==> config.mk <==
export PLATFORM = sky130hd
export DESIGN_NAME = updown_cfg_master
export DESIGN_NICKNAME = d
export VERILOG_FILES = /design/src/rtl/updown_bus_pkg.sv /design/src/rtl/bus_phase_timer.sv /design/src/rtl/updown_cfg_master.sv
export SDC_FILE = /design/constraint.sdc
export NUM_CORES = 1
export LEC_CHECK = 0
export CAP_MARGIN = 20
export CORE_MARGIN = 2
export CORE_UTILIZATION = 48
export CTS_BUF_LIST = sky130_fd_sc_hd__clkbuf_16
export DETAILED_ROUTE_END_ITERATION = 6
export PLACE_DENSITY = 0.79
export SLEW_MARGIN = 20
export SYNTH_ARGS = -nofsm -noshare
export SYNTH_HDL_FRONTEND = slang
export SYNTH_SLANG_ARGS = --single-unit
==> constraint.sdc <==
create_clock -name clk_in -period 2.8 [get_ports clk_in]
set_clock_uncertainty 0.15 [all_clocks]
set_input_delay 0.56 -clock clk_in [delete_from_list [all_inputs] [get_ports clk_in]]
set_output_delay 0.56 -clock clk_in [all_outputs]
set_load 0.005 [all_outputs]
==> src/rtl/updown_bus_pkg.sv <==
// Shared constants for the up/down counter register-bus master.
// Holds register addresses, one-hot FSM encodings and default phase timing.
package updown_bus_pkg;

  localparam int unsigned DATA_W  = 8;
  localparam int unsigned TMR_W   = 8;
  localparam int unsigned STATE_W = 5;

  // Counter peripheral register map
  localparam logic [1:0] ADDR_PLR = 2'b00;
  localparam logic [1:0] ADDR_ULR = 2'b01;
  localparam logic [1:0] ADDR_LLR = 2'b10;
  localparam logic [1:0] ADDR_CCR = 2'b11;

  // One-hot state encodings
  localparam logic [STATE_W-1:0] S_IDLE   = 5'b00001;
  localparam logic [STATE_W-1:0] S_SETUP  = 5'b00010;
  localparam logic [STATE_W-1:0] S_STROBE = 5'b00100;
  localparam logic [STATE_W-1:0] S_HOLD   = 5'b01000;
  localparam logic [STATE_W-1:0] S_START  = 5'b10000;

  typedef enum logic [STATE_W-1:0] {
    ST_IDLE   = S_IDLE,
    ST_SETUP  = S_SETUP,
    ST_STROBE = S_STROBE,
    ST_HOLD   = S_HOLD,
    ST_START  = S_START
  } state_t;

  // Default phase lengths in clock cycles
  localparam int unsigned DEF_SETUP_CYC  = 1;
  localparam int unsigned DEF_STROBE_CYC = 2;
  localparam int unsigned DEF_HOLD_CYC   = 1;
  localparam int unsigned DEF_START_CYC  = 1;

endpackage

==> src/rtl/bus_phase_timer.sv <==
// Loadable down-counter that times each bus phase.
// Ports: clk_in/reset_in clock and async active-low reset; load/load_val
// reload the count; expired is high while the count is zero.
module bus_phase_timer
  import updown_bus_pkg::*;
(
  input  logic             clk_in,
  input  logic             reset_in,
  input  logic             load,
  input  logic [TMR_W-1:0] load_val,
  output logic             expired
);

  logic [TMR_W-1:0] r_count;

  // Count down to zero and park there until the next load
  always_ff @(posedge clk_in or negedge reset_in) begin
    if (!reset_in) begin
      r_count <= '0;
    end else if (load) begin
      r_count <= load_val;
    end else if (r_count != '0) begin
      r_count <= r_count - TMR_W'(1);
    end
  end

  assign expired = (r_count == '0);

endmodule

==> src/rtl/updown_cfg_master.sv <==
// Register-bus initiator for the up/down counter peripheral.
// Turns single-cycle commands into timed ncs/nrd/nwr bus cycles, issues the
// start pulse and keeps sticky ec/err status.
// Ports: cmd_* command handshake, rsp_* read response, start_req start
// request, ncs/nrd/nwr/A0/A1/bus_* peripheral bus, start_out counter start,
// ec_in/err_in counter flags, status_* latched flags.
module updown_cfg_master
  import updown_bus_pkg::*;
#(
  parameter int unsigned SETUP_CYC  = DEF_SETUP_CYC,
  parameter int unsigned STROBE_CYC = DEF_STROBE_CYC,
  parameter int unsigned HOLD_CYC   = DEF_HOLD_CYC,
  parameter int unsigned START_CYC  = DEF_START_CYC
) (
  input  logic              clk_in,
  input  logic              reset_in,
  input  logic              cmd_valid,
  output logic              cmd_ready,
  input  logic              cmd_write,
  input  logic [1:0]        cmd_addr,
  input  logic [DATA_W-1:0] cmd_wdata,
  output logic              rsp_valid,
  output logic [DATA_W-1:0] rsp_rdata,
  input  logic              start_req,
  output logic              ncs,
  output logic              nrd,
  output logic              nwr,
  output logic              A0,
  output logic              A1,
  output logic [DATA_W-1:0] bus_dout,
  output logic              bus_oe,
  input  logic [DATA_W-1:0] bus_din,
  output logic              start_out,
  input  logic              ec_in,
  input  logic              err_in,
  output logic              status_ec,
  output logic              status_err
);

  state_t              r_state,     w_state_nxt;
  logic                r_cmd_ready;
  logic                r_ncs,       w_ncs;
  logic                r_nrd,       w_nrd;
  logic                r_nwr,       w_nwr;
  logic                r_a0,        w_a0;
  logic                r_a1,        w_a1;
  logic [DATA_W-1:0]   r_dout,      w_dout;
  logic                r_oe,        w_oe;
  logic                r_start,     w_start;
  logic                r_rsp_valid, w_rsp_valid;
  logic [DATA_W-1:0]   r_rdata,     w_rdata;
  logic                r_wr,        w_wr;
  logic                r_ec,        w_ec;
  logic                r_err,       w_err;
  logic                w_clr;
  logic                w_load;
  logic [TMR_W-1:0]    w_load_val;
  logic                w_expired;

  bus_phase_timer u_timer (
    .clk_in   (clk_in),
    .reset_in (reset_in),
    .load     (w_load),
    .load_val (w_load_val),
    .expired  (w_expired)
  );

  // Next state and next registered outputs
  always_comb begin
    w_state_nxt = r_state;
    w_ncs       = r_ncs;
    w_nrd       = r_nrd;
    w_nwr       = r_nwr;
    w_a0        = r_a0;
    w_a1        = r_a1;
    w_dout      = r_dout;
    w_oe        = r_oe;
    w_start     = r_start;
    w_rsp_valid = 1'b0;
    w_rdata     = r_rdata;
    w_wr        = r_wr;
    w_clr       = 1'b0;

    case (r_state)
      ST_IDLE: begin
        if (cmd_valid) begin
          w_state_nxt = ST_SETUP;
          w_ncs       = 1'b0;
          w_a0        = cmd_addr[1];
          w_a1        = cmd_addr[0];
          w_dout      = cmd_wdata;
          w_oe        = cmd_write;
          w_wr        = cmd_write;
        end else if (start_req) begin
          w_state_nxt = ST_START;
          w_start     = 1'b1;
          w_clr       = 1'b1;
        end
      end
      ST_SETUP: begin
        if (w_expired) begin
          w_state_nxt = ST_STROBE;
          if (r_wr) w_nwr = 1'b0;
          else      w_nrd = 1'b0;
        end
      end
      ST_STROBE: begin
        if (w_expired) begin
          w_state_nxt = ST_HOLD;
          w_nwr       = 1'b1;
          w_nrd       = 1'b1;
          // Sample at the edge that ends the strobe, while nrd is still low
          if (!r_wr) w_rdata = bus_din;
        end
      end
      ST_HOLD: begin
        if (w_expired) begin
          w_state_nxt = ST_IDLE;
          w_ncs       = 1'b1;
          w_oe        = 1'b0;
          w_rsp_valid = !r_wr;
        end
      end
      ST_START: begin
        if (w_expired) begin
          w_state_nxt = ST_IDLE;
          w_start     = 1'b0;
        end
      end
      default: begin
        w_state_nxt = ST_IDLE;
        w_ncs       = 1'b1;
        w_nrd       = 1'b1;
        w_nwr       = 1'b1;
        w_oe        = 1'b0;
        w_start     = 1'b0;
      end
    endcase

    // Sticky status; a start clear overrides same-cycle flags
    w_ec  = w_clr ? 1'b0 : (r_ec  | ec_in);
    w_err = w_clr ? 1'b0 : (r_err | err_in);
  end

  // Reload the phase timer on entry to every timed state
  always_comb begin
    w_load     = (w_state_nxt != r_state) && (w_state_nxt != ST_IDLE);
    w_load_val = '0;
    case (w_state_nxt)
      ST_SETUP:  w_load_val = TMR_W'(SETUP_CYC - 1);
      ST_STROBE: w_load_val = TMR_W'(STROBE_CYC - 1);
      ST_HOLD:   w_load_val = TMR_W'(HOLD_CYC - 1);
      ST_START:  w_load_val = TMR_W'(START_CYC - 1);
      default:   w_load_val = '0;
    endcase
  end

  // State and output registers
  always_ff @(posedge clk_in or negedge reset_in) begin
    if (!reset_in) begin
      r_state     <= ST_IDLE;
      r_cmd_ready <= 1'b1;
      r_ncs       <= 1'b1;
      r_nrd       <= 1'b1;
      r_nwr       <= 1'b1;
      r_a0        <= 1'b0;
      r_a1        <= 1'b0;
      r_dout      <= '0;
      r_oe        <= 1'b0;
      r_start     <= 1'b0;
      r_rsp_valid <= 1'b0;
      r_rdata     <= '0;
      r_wr        <= 1'b0;
      r_ec        <= 1'b0;
      r_err       <= 1'b0;
    end else begin
      r_state     <= w_state_nxt;
      r_cmd_ready <= (w_state_nxt == ST_IDLE);
      r_ncs       <= w_ncs;
      r_nrd       <= w_nrd;
      r_nwr       <= w_nwr;
      r_a0        <= w_a0;
      r_a1        <= w_a1;
      r_dout      <= w_dout;
      r_oe        <= w_oe;
      r_start     <= w_start;
      r_rsp_valid <= w_rsp_valid;
      r_rdata     <= w_rdata;
      r_wr        <= w_wr;
      r_ec        <= w_ec;
      r_err       <= w_err;
    end
  end

  assign cmd_ready  = r_cmd_ready;
  assign ncs        = r_ncs;
  assign nrd        = r_nrd;
  assign nwr        = r_nwr;
  assign A0         = r_a0;
  assign A1         = r_a1;
  assign bus_dout   = r_dout;
  assign bus_oe     = r_oe;
  assign start_out  = r_start;
  assign rsp_valid  = r_rsp_valid;
  assign rsp_rdata  = r_rdata;
  assign status_ec  = r_ec;
  assign status_err = r_err;

endmodule

# [Word-level counts from Yosys, hierarchy flattened]
# Index checks and enable logic that the tools add are counted.
# Widths: inputs -> output; s select.
[totals] regBits=41 latch_bits=0 mem_bits_rw=0 romBits=0 out_inout_bits=27 wordCells=87 mem_count=0
[op_classes] n_addsub=1 n_mul=0 div_mod_pow=0 order_cmp=0 n_eq_ne=18 shifts=0 muxes=31 bitwise_logic=6 reduce_logical=15
[op_table] op="$mux 5" count=5
[op_table] op="$pmux 5 s4" count=1
[op_table] op="$mux 1" count=18
[op_table] op="$mux 8" count=2
[op_table] op="$pmux 1 s3" count=5
[op_table] op="$reduce_and 4->1" count=3
[op_table] op="$eq 5x1->1 const B" count=2
[op_table] op="$eq 5x3->1 const B" count=2
[op_table] op="$ne 2x2->1 const B" count=5
[op_table] op="$reduce_or 3->1" count=3
[op_table] op="$logic_not 8->1" count=1
[op_table] op="$ne 2x1->1 const B" count=4
[op_table] op="$reduce_bool 8->1" count=1
[op_table] op="$sub 8x1->8 const B" count=1
[op_table] op="$reduce_and 3->1" count=2
[op_table] op="$eq 5x2->1 const B" count=1
[op_table] op="$eq 5x4->1 const B" count=1
[op_table] op="$eq 5x5->1 const B" count=1
[op_table] op="$ne 5x1->1 const B" count=1
[op_table] op="$ne 5x5->1" count=1
[op_table] op="$not 1->1" count=4
[op_table] op="$or 1x1->1" count=2
[op_table] op="$reduce_and 2->1" count=1
[op_table] op="$reduce_bool 2->1" count=1
[op_table] op="other kinds (3)" count=3

# [Depth between registers and ports, before layout]
# Gate-level depths: netlist of the first run.
[depth] word_depth=6 depth_mapped=9

# [Cells and area by module]
# A second synthesis of the first run with hierarchy kept.
[unflattened] cells_unflattened=205 area_unflattened_um2=2232.1
[by_module_without_submodules] mod="updown_cfg_master" instances=1 cells_per_inst=151 area_per_inst_um2=1755.4 seq_area_each_um2=832.0
[by_module_without_submodules] mod="bus_phase_timer" instances=1 cells_per_inst=54 area_per_inst_um2=476.7 seq_area_each_um2=200.2

# [Least setup slack after synthesis of the first run]
# OpenSTA, ideal clock, no wires.
[synth_path] kind="register to register" start="register u_timer.r_count[0]" end="register u_timer.r_count[0]" t_arrival_ps=1858 slack_ps=657 stages_incl_launch_ff=10 n_path_buf=1 period_less_slack_ps=2143 cell_sequence="dfrtp_1 inv_1 ha_1 nor4b_2 nand2_1 clkbuf_1 nand4_1 o21ai_0 a31oi_4 o211ai_1"
[synth_via] elab_chain_cells=6 elab_cells_between_ends=15 classes_between="add/sub (1); eq/ne (3); mux (7); reduce/logical (4)"
[synth_lines] item="start, declared" line_no="bus_phase_timer.sv:14" rtl="logic [TMR_W-1:0] r_count;"
[synth_lines] item="start signal, assigned" line_no="bus_phase_timer.sv:21" rtl="r_count <= load_val;"
[synth_lines] item="start signal, assigned" line_no="bus_phase_timer.sv:23" rtl="r_count <= r_count - TMR_W'(1);"
[synth_lines] item="$logic_not 8->1" line_no="bus_phase_timer.sv:27" rtl="assign expired = (r_count == '0);"
[synth_lines] item="$mux 5, on equally long branches"
[synth_lines] item="$pmux 5 s4" line_no="updown_cfg_master.sv:84" rtl="case (r_state)"
[synth_lines] item="$eq 5x3->1, or another cell as far along" line_no="updown_cfg_master.sv:149" rtl="case (w_state_nxt)"
[synth_lines] item="$mux 1 or $logic_and 1x1->1 (tied branches)" line_no="updown_cfg_master.sv:149, updown_cfg_master.sv:147"
[synth_lines] item="$mux 8 or $reduce_bool 2->1 (tied branches)"
# Parallel ways exist; a longest one is shown, timed or not. The select of a mux whose other input is x is not followed.
# A chain may end at the register's enable or synchronous reset.

# [Worst setup path in the final report of the first run]
[layout_path] start="register r_state[2]" end="register r_rdata[4], in the netlist rsp_rdata[4]"
[layout_via] elab_chain_cells=2
[layout_lines] item="start, declared" line_no="updown_cfg_master.sv:40" rtl="state_t r_state, w_state_nxt;"
[layout_lines] item="start signal, assigned" line_no="updown_cfg_master.sv:177" rtl="r_state <= w_state_nxt;"
[layout_lines] item="$eq 5x3->1" line_no="updown_cfg_master.sv:84"
[layout_lines] item="$reduce_and 3->1 (no source line)"
[layout_lines] item="end signal, assigned" line_no="updown_cfg_master.sv:188" rtl="r_rdata <= w_rdata;"
[layout_lines] item="end, declared" line_no="updown_cfg_master.sv:51" rtl="logic [DATA_W-1:0] r_rdata, w_rdata;"
# No other way between the ends.

==> results of run 1 <==
[cell type report]
| cell class | instances | area share |
|---|---|---|
| clock inverters | 3 | 0.00518 |
| repair buffers | 54 | 0.199 |
| well taps | 50 | 0.0235 |
| flip-flops and latches | 41 | 0.388 |
| inverters | 5 | 0.00706 |
| clock buffers | 5 | 0.0471 |
| multi-input cells | 123 | 0.330 |
[state kept, by name (all words and copies together) (netlist names)]
register and cells:
u_timer.r_count 8, status_err 1, ncs 1, rsp_valid 1, A1 1, rsp_rdata 8, A0 1, r_wr 1
start_out 1, bus_oe 1, status_ec 1, nwr 1, r_state 5, bus_dout 8, nrd 1, cmd_ready 1
[power by group through the flow]
stage	Clock [mW]	Sequential [mW]	Combinational (mW)
final	0.535	0.976	1.12
after global routing	0.572	1.00	1.24
after CTS	0.546	0.972	1.13
after detailed placement	0	0.981	1.12
after global placement	0	0.981	1.10
after floorplan	0	0.941	0.693
[path summary, 6_finish.rpt]
path,endpoint,slack (ns),from,cells past startpoint
min reg2reg,nrd,0.35,nrd,2
min in group clk_in,nrd,0.35,nrd,2
max reg2reg,rsp_rdata[4],0.43,r_state[2],4
max,rsp_rdata[4],0.43,r_state[2],4
max in group asynchronous,bus_dout[6],1.71,reset_in,1
min,rsp_rdata[3],0.25,reset_in,1
[cells by family after synthesis]
family                     share of synthesized area
xor gates and xnor gates                      0.0133
and+or+nand+nor                                0.171
buffers and inverters                         0.0305
DFF                                            0.524
muxes                                          0.133
adders and majority gates                     0.0127
AOI/OAI and AO/OA                              0.115
[synthesized netlist by cell type (2+ instances only)]
cell type,n,area share
dfrtp_1,36,0.46
nor2_1,22,0.042
mux2_2,10,0.057
nand2_1,9,0.017
o21ai_0,9,0.023
mux2_4,8,0.061
a21oi_1,6,0.015
nor3_1,6,0.015
dfstp_2,5,0.067
inv_1,5,0.0095
or3_1,5,0.016
clkbuf_1,4,0.0076
nand2b_1,4,0.013
nand3_1,4,0.010
buf_2,3,0.0076
mux2i_1,3,0.015
nand4_1,3,0.0095
a31oi_1,2,0.0064
and3_1,2,0.0064
ha_1,2,0.013
nor4_1,2,0.0064
o211ai_1,2,0.0076
o21a_1,2,0.0076
o21ai_1,2,0.0051
o31ai_1,2,0.0076
xnor2_1,2,0.0089
[per-layer routing]
layer  global-route usage  wire [um]
met1                0.249       1860
met2                0.280       1800
met3               0.0641        267
met4               0.0650         35
met5                    0          0
[per-stage QoR]
| step | util | setup slack, ns | cells | total power, mW | area [sq um] |
|---|---|---|---|---|---|
| floorplan | - | 0.657 | 177 | 1.63 | 1970 |
| global placement | 0.634 | 0.449 | 273 | 2.08 | 2520 |
| detailed placement | 0.634 | 0.438 | 273 | 2.10 | 2520 |
| CTS | 0.669 | 0.434 | 281 | 2.64 | 2660 |
| global route | 0.669 | 0.228 | 281 | 2.81 | 2660 |
| finish | 0.669 | 0.426 | 281 | 2.63 | 2660 |
[worst reg2reg max path, delay by kind of cell (launching register included)]
kind	cells	cell delay, ns
muxes	1	0.38
and+or+nand+nor	3	1.07
DFF	1	0.65
==> results.tsv, run 1 <==
stage	metric	value	unit
critical_path	most used cell, CP	or3_1	
run_status	outcome	finished, final reports clean	
clock_tree	number of CTS-inserted buffers	5	
worst_hold_path	Worst Hold Class	in2async	
global_route	pin count of the biggest net entering global routing	42	
global_route	antenna violations before repair	0	
critical_path	slowest CP cell	dfrtp_1	
critical_path	max incr delay on CP	0.65	ns
route	routed vias	1523	
floorplanning	die area	0.00463	sq mm
placed_design	Port Buffers	51	
pwr	clock power share	0.203	
sta	setup violators final	0	
floorplanning	I/O pin cnt	52	
pwr	Comb power frac	0.425	
cells_and_area	register area	0.00103	sq mm
floorplanning	CORE AREA	0.00397	sq mm
clock_tree	clk buf depth	2	
global_route	grt total ovfl	0	
placed_design	HPWL after DPL	2780	um
clock_tree	total setup buffers inserted after CTS	0	
floorplanning	Initial Util	0.496	
route	Pre-antenna DRT Iters	4	
synth	Yosys warnings	0	
synth	Seq/Total Area, Yosys	0.524	
pwr	NetSw	891	uW
critical_path	CP Launch Type	flip-flop	
sta	min Tclk post-route	2.37	ns
clock_tree	post-cts sizing count	0	
floorplanning	row count	23	
cells_and_area	ANT cells	0	
cells_and_area	commonest non-fill, non-tap cell in the layout	clkdlybuf4s50_1	
clock_tree	clock transition at the registers of the reported paths	0.05	ns
critical_path	kind of critical path	reg2reg	
sta	worst hold slack	0.250	ns
critical_path	Crit path required time	2.81	ns
job	Max-Cap Viols	0	
clock_tree	htree depth	2	
clock_tree	clock sinks	41	
synth	Post-synth EDFFs	0	
sta	Worst-Margin Slew	0.875	ns
clock_tree	Root Buffer Master	clkbuf_16	
sta	Max Slew Vio Count	0	
synth	area of the mapped netlist	0.00197	sq mm
pwr	Int Pwr	1.74	mW
sta	Achievable Freq	421	MHz
synth	average cell area after synthesis	11.1	sq um
floorplanning	Die X-Extent	68.1	um
placed_design	gp weighted congestion	0.814	
cells_and_area	layout cells sized above 1	0.169	
route	WL/cell	14.1	um
clock_tree	hold-fix buffers at CTS	0	
sta	Fin. Hold Viols	0	
route	DR iter-0 viols	88	
critical_path	WP data arrival	2.39	ns
route	Post-route DRC	0	
cells_and_area	Final Net Count	257	
clock_tree	clock insertion delay at the later pin of the skew report	0.28	ns
synth	Top FF cell, synth	dfrtp_1	
synth	count of state elements after synthesis	41	
sta	Rel. slew slack	0.416	
global_route	gr usage total	0.186	
critical_path	Crit. End Element	flip-flop	
cells_and_area	Fill cells	321	
synth	Netlist cell types	43	
floorplanning	DIE HEIGHT	68.1	um
route	remaining antenna violation count	0	
synth	Async SR Flop Fraction	1.00	
cells_and_area	most frequent cells in the layout	clkdlybuf4s50_1 (50), dfrtp_1 (36), nor2_1 (22), mux2_2 (10)	
synth	syn_nets	204	
pwr	leakage	1.13	nW
pwr	VDD IR max	0.523	mV
critical_path	Crit path buffers/inverters	0	
sta	RSZ-0062 raised after global routing	false	
pwr	switching share of total power	0.339	
clock_tree	CTS tree	yes	
cells_and_area	Layout area overhead	34.9	%
route	drt via density	5.42	
critical_path	Crit path max-delay family	simple AND/OR/NAND/NOR gates	
global_route	first-pass GRT wire length	6330	um
pwr	Cell Pwr Density	989	mW/mm^2
cells_and_area	multi-input logic area	877	sq um
pwr	Seq pwr share	0.371	
sta	fin crit share	0.848	
critical_path	worst path cell trace	nand2b_1 > or3_1 > or3_1 > mux2_4	
global_route	vias in the first global route	1390	
sta	Final TNS setup	0	ns
route	wirelength, routed	3960	um
synth	gate count after technology mapping	177	
critical_path	crit path max fanout	15	
No activity file was read; power rests on OpenSTA's default activity.
==> inputs of run 2 (changes only) <==
--- a/config.mk
+++ b/config.mk
@@ -7,10 +7,10 @@
 export LEC_CHECK = 0
 export CAP_MARGIN = 20
 export CORE_MARGIN = 2
-export CORE_UTILIZATION = 48
+export CORE_UTILIZATION = 43
 export CTS_BUF_LIST = sky130_fd_sc_hd__clkbuf_16
 export DETAILED_ROUTE_END_ITERATION = 6
-export PLACE_DENSITY = 0.79
+export PLACE_DENSITY = 0.75
 export SLEW_MARGIN = 20
 export SYNTH_ARGS = -nofsm -noshare
 export SYNTH_HDL_FRONTEND = slang
==> constraint.sdc (replaced) <==
create_clock -name clk_in -period 2 [get_ports clk_in]
set_clock_uncertainty 0.15 [all_clocks]
set_input_delay 0.4 -clock clk_in [delete_from_list [all_inputs] [get_ports clk_in]]
set_output_delay 0.4 -clock clk_in [all_outputs]
set_load 0.005 [all_outputs]
==> run 2 against run 1 <==
  * Register-to-register slack got worse by 0.50 ns
  * Clock-buffer cell count unchanged
  * First-iteration DRC count increased by 8.0%
  * Worst hold slack improved by 0.086 ns
  * Utilization increased by 6.2 points
  * Largest cell class unchanged
  * Cell area increased by 21%
  * Via count increased by 18%
  * The flow now finishes with violations (negative setup slack)
==> results.tsv, run 2 (synthesis results as in run 1) <==
stage	metric	value	unit	change
route	WL/cell	15.3	um	+8.7%
floorplanning	Die X-Extent	71.7	um	+5.3%
global_route	pin count of the biggest net entering global routing	42		unchanged
sta	min Tclk post-route	2.08	ns	-0.299 ns
critical_path	Reg2Reg Setup Slack	-0.08	ns	-0.50 ns
clock_tree	Root Buffer Master	clkbuf_16		
sta	Fin. Hold Viols	0		unchanged
sta	RSZ-0062 raised after global routing	true		
global_route	vias in the first global route	1803		+30%
critical_path	r2r endpoint	u_timer.r_count[1]		
sta	Final TNS setup	-0.435	ns	-0.435 ns
sta	setup violators final	17		+17
global_route	grt total ovfl	0		unchanged
route	drt via density	5.38		-0.70%
critical_path	slowest CP cell	dfrtp_1		
run_status	failing checks	negative setup slack		
global_route	gr usage total	0.213		+0.0269
critical_path	CP Launch Type	flip-flop		
clock_tree	CTS tree	yes		
clock_tree	htree depth	2		unchanged
worst_hold_path	Hold Crit Start	nrd		
sta	Achievable Freq	482	MHz	+14%
critical_path	Reg2Reg Launch Point	u_timer.r_count[1]		
global_route	antenna violations before repair	0		unchanged
clock_tree	clock transition at the registers of the reported paths	0.06	ns	about the same
route	remaining antenna violation count	0		unchanged
global_route	first-pass GRT wire length	8450	um	+33%
job	Max-Cap Viols	0		unchanged
floorplanning	Initial Util	0.449		-0.0467
critical_path	Critical Path Source	u_timer.r_count[1]		
cells_and_area	ANT cells	0		unchanged
pwr	switching share of total power	0.334		-0.00540
cells_and_area	Layout area overhead	62.7	%	
cells_and_area	commonest non-fill, non-tap cell in the layout	clkdlybuf4s50_1		
clock_tree	clock sinks	41		unchanged
pwr	Int Pwr	3.01	mW	+73%
clock_tree	number of CTS-inserted buffers	5		unchanged
cells_and_area	Layout Utilization	0.731		+0.0617
placed_design	gp weighted congestion	0.900		+11%
critical_path	Crit. End Element	flip-flop		
floorplanning	DIE HEIGHT	71.7	um	+5.3%
pwr	NetSw	1.51	mW	+69%
critical_path	max incr delay on CP	0.37	ns	-0.28 ns
cells_and_area	Final Net Count	309		+20%
critical_path	Crit path required time	2.05	ns	-0.76 ns
critical_path	WP data arrival	2.13	ns	-0.26 ns
pwr	leakage	1.42	nW	+26%
sta	worst hold slack	0.335	ns	+0.0857 ns
placed_design	HPWL after DPL	3410	um	+23%
sta	fin crit share	1.04		+0.190
sta	Rel. slew slack	0.778		+0.361
route	Pre-antenna DRT Iters	4		unchanged
clock_tree	clk buf depth	2		unchanged
sta	worst setup margin	-0.0753	ns	-0.501 ns
pwr	Seq pwr share	0.296		-0.075
floorplanning	I/O pin cnt	52		unchanged
critical_path	worst path cell trace	inv_2 > ha_4 > nor4b_4 > buf_4 > and2_4 > o41ai_2 > buf_4 > a31oi_4 > buf_6 > a211oi_2		
placed_design	Setup WS pre-CTS	-0.146	ns	-0.583 ns
route	DR iter-0 viols	95		+8.0%
worst_hold_path	Hold Path Cell Cnt	2		
cells_and_area	layout cells sized above 1	0.392		+0.223
pwr	Comb power frac	0.537		+0.112
critical_path	crit path max fanout	4		-11
route	routed vias	1803		+18%
placed_design	Port Buffers	51		unchanged
cells_and_area	most frequent cells in the layout	clkdlybuf4s50_1 (50), buf_4 (48), dfrtp_1 (33), nor2_1 (18), mux2_2 (10)		
route	wirelength, routed	5140	um	+30%
worst_hold_path	Worst Hold Class	reg2reg		
floorplanning	row count	24		+4.3%
floorplanning	CORE AREA	0.00438	sq mm	+10%
pwr	Cell Pwr Density	1410	mW/mm^2	+43%
pwr	total power	4.52	mW	+72%
run_status	outcome	finished with violations		
route	Post-route DRC	0		unchanged
critical_path	kind of critical path	reg2reg		
worst_hold_path	Hold EP	nrd		
floorplanning	die area	0.00514	sq mm	+11%
clock_tree	clock insertion delay at the later pin of the skew report	0.28	ns	about the same
sta	Max Slew Vio Count	0		unchanged
critical_path	most used cell, CP	buf_4		
pwr	VDD IR max	0.723	mV	+38%
critical_path	R2R depth	10		+6
pwr	clock power share	0.167		-0.036
sta	Worst-Margin Slew	0.330	ns	-0.545 ns
-- run 2: changes by cell type in the layout (fill, tap and decap cells not counted), sizes merged --
cell         delta
buf            +51
dlygate4sd3     +1
-- run 2: layout make-up --
cell class	instances	area (sq um)
Timing Repair Buffer	106	970
Sequential cell	41	1040
Clock inverter	3	13.8
Multi-Input combinational cell	123	976
Tap cell	52	65.1
Clock buffer	5	125
Inverter	5	18.8
Fill cell	314	1180
-- run 2: worst max-delay path: cells and delay by family, from the launching register on --
family / cells / cell delay [ns]
AO/OA/AOI/OAI: 3 / 0.50
adder cells (fa/ha/maj): 1 / 0.16
buffers and inverters: 4 / 0.53
flip-flops: 1 / 0.37
AND/OR/NAND/NOR: 2 / 0.28
-- run 2: layer usage --
layer	track usage	wire, um
met5	0	0
met4	0.0755	103
met3	0.0563	326
met2	0.348	2630
met1	0.274	2080
-- run 2: worst max-delay path by stage --
stage | slack, ns | endpoint | cells past startpoint
global placement | -0.11 | rsp_rdata[0] | 7
detailed placement | -0.15 | u_timer.r_count[0] | 6
finish | -0.08 | u_timer.r_count[1] | 10
global route | -0.15 | nrd | 9
floorplan | -0.03 | rsp_rdata[0] | 5
CTS | -0.05 | rsp_rdata[1] | 5
-- run 2: per-stage QoR --
step           area (sq um)  std cells
5_1_grt                3200        335
6_report               3200        335
3_5_place_dp           2850        312
2_1_floorplan          1990        177
3_3_place_gp           2850        312
4_1_cts                3130        331
-- run 2: power groups by stage --
| stage | Combinational (mW) | Clock [mW] | Sequential [mW] |
|---|---|---|---|
| detailed placement | 2.02 | 0 | 1.33 |
| global route | 2.64 | 0.809 | 1.37 |
| global placement | 1.98 | 0 | 1.32 |
| floorplan | 0.993 | 0 | 1.32 |
| finish | 2.43 | 0.756 | 1.34 |
| CTS | 2.26 | 0.776 | 1.33 |
-- run 2: repair_timing --
item,4_1_cts,5_1_grt
resized for setup,17,13
setup buffers,10,5
pin swaps,5,3
hold buffers,1,0
endpoints found under the hold margin,36,0
setup endpoints to repair,17,20
gates cloned,0,0
==> inputs of run 3 (changes only) <==
--- a/config.mk
+++ b/config.mk
@@ -5,7 +5,6 @@
 export SDC_FILE = /design/constraint.sdc
 export NUM_CORES = 1
 export LEC_CHECK = 0
-export CAP_MARGIN = 20
 export CORE_MARGIN = 2
 export CORE_UTILIZATION = 43
 export CTS_BUF_LIST = sky130_fd_sc_hd__clkbuf_16
==> results of run 3 <==
The final DEF is identical to that of run 2; final timing and power are the same.
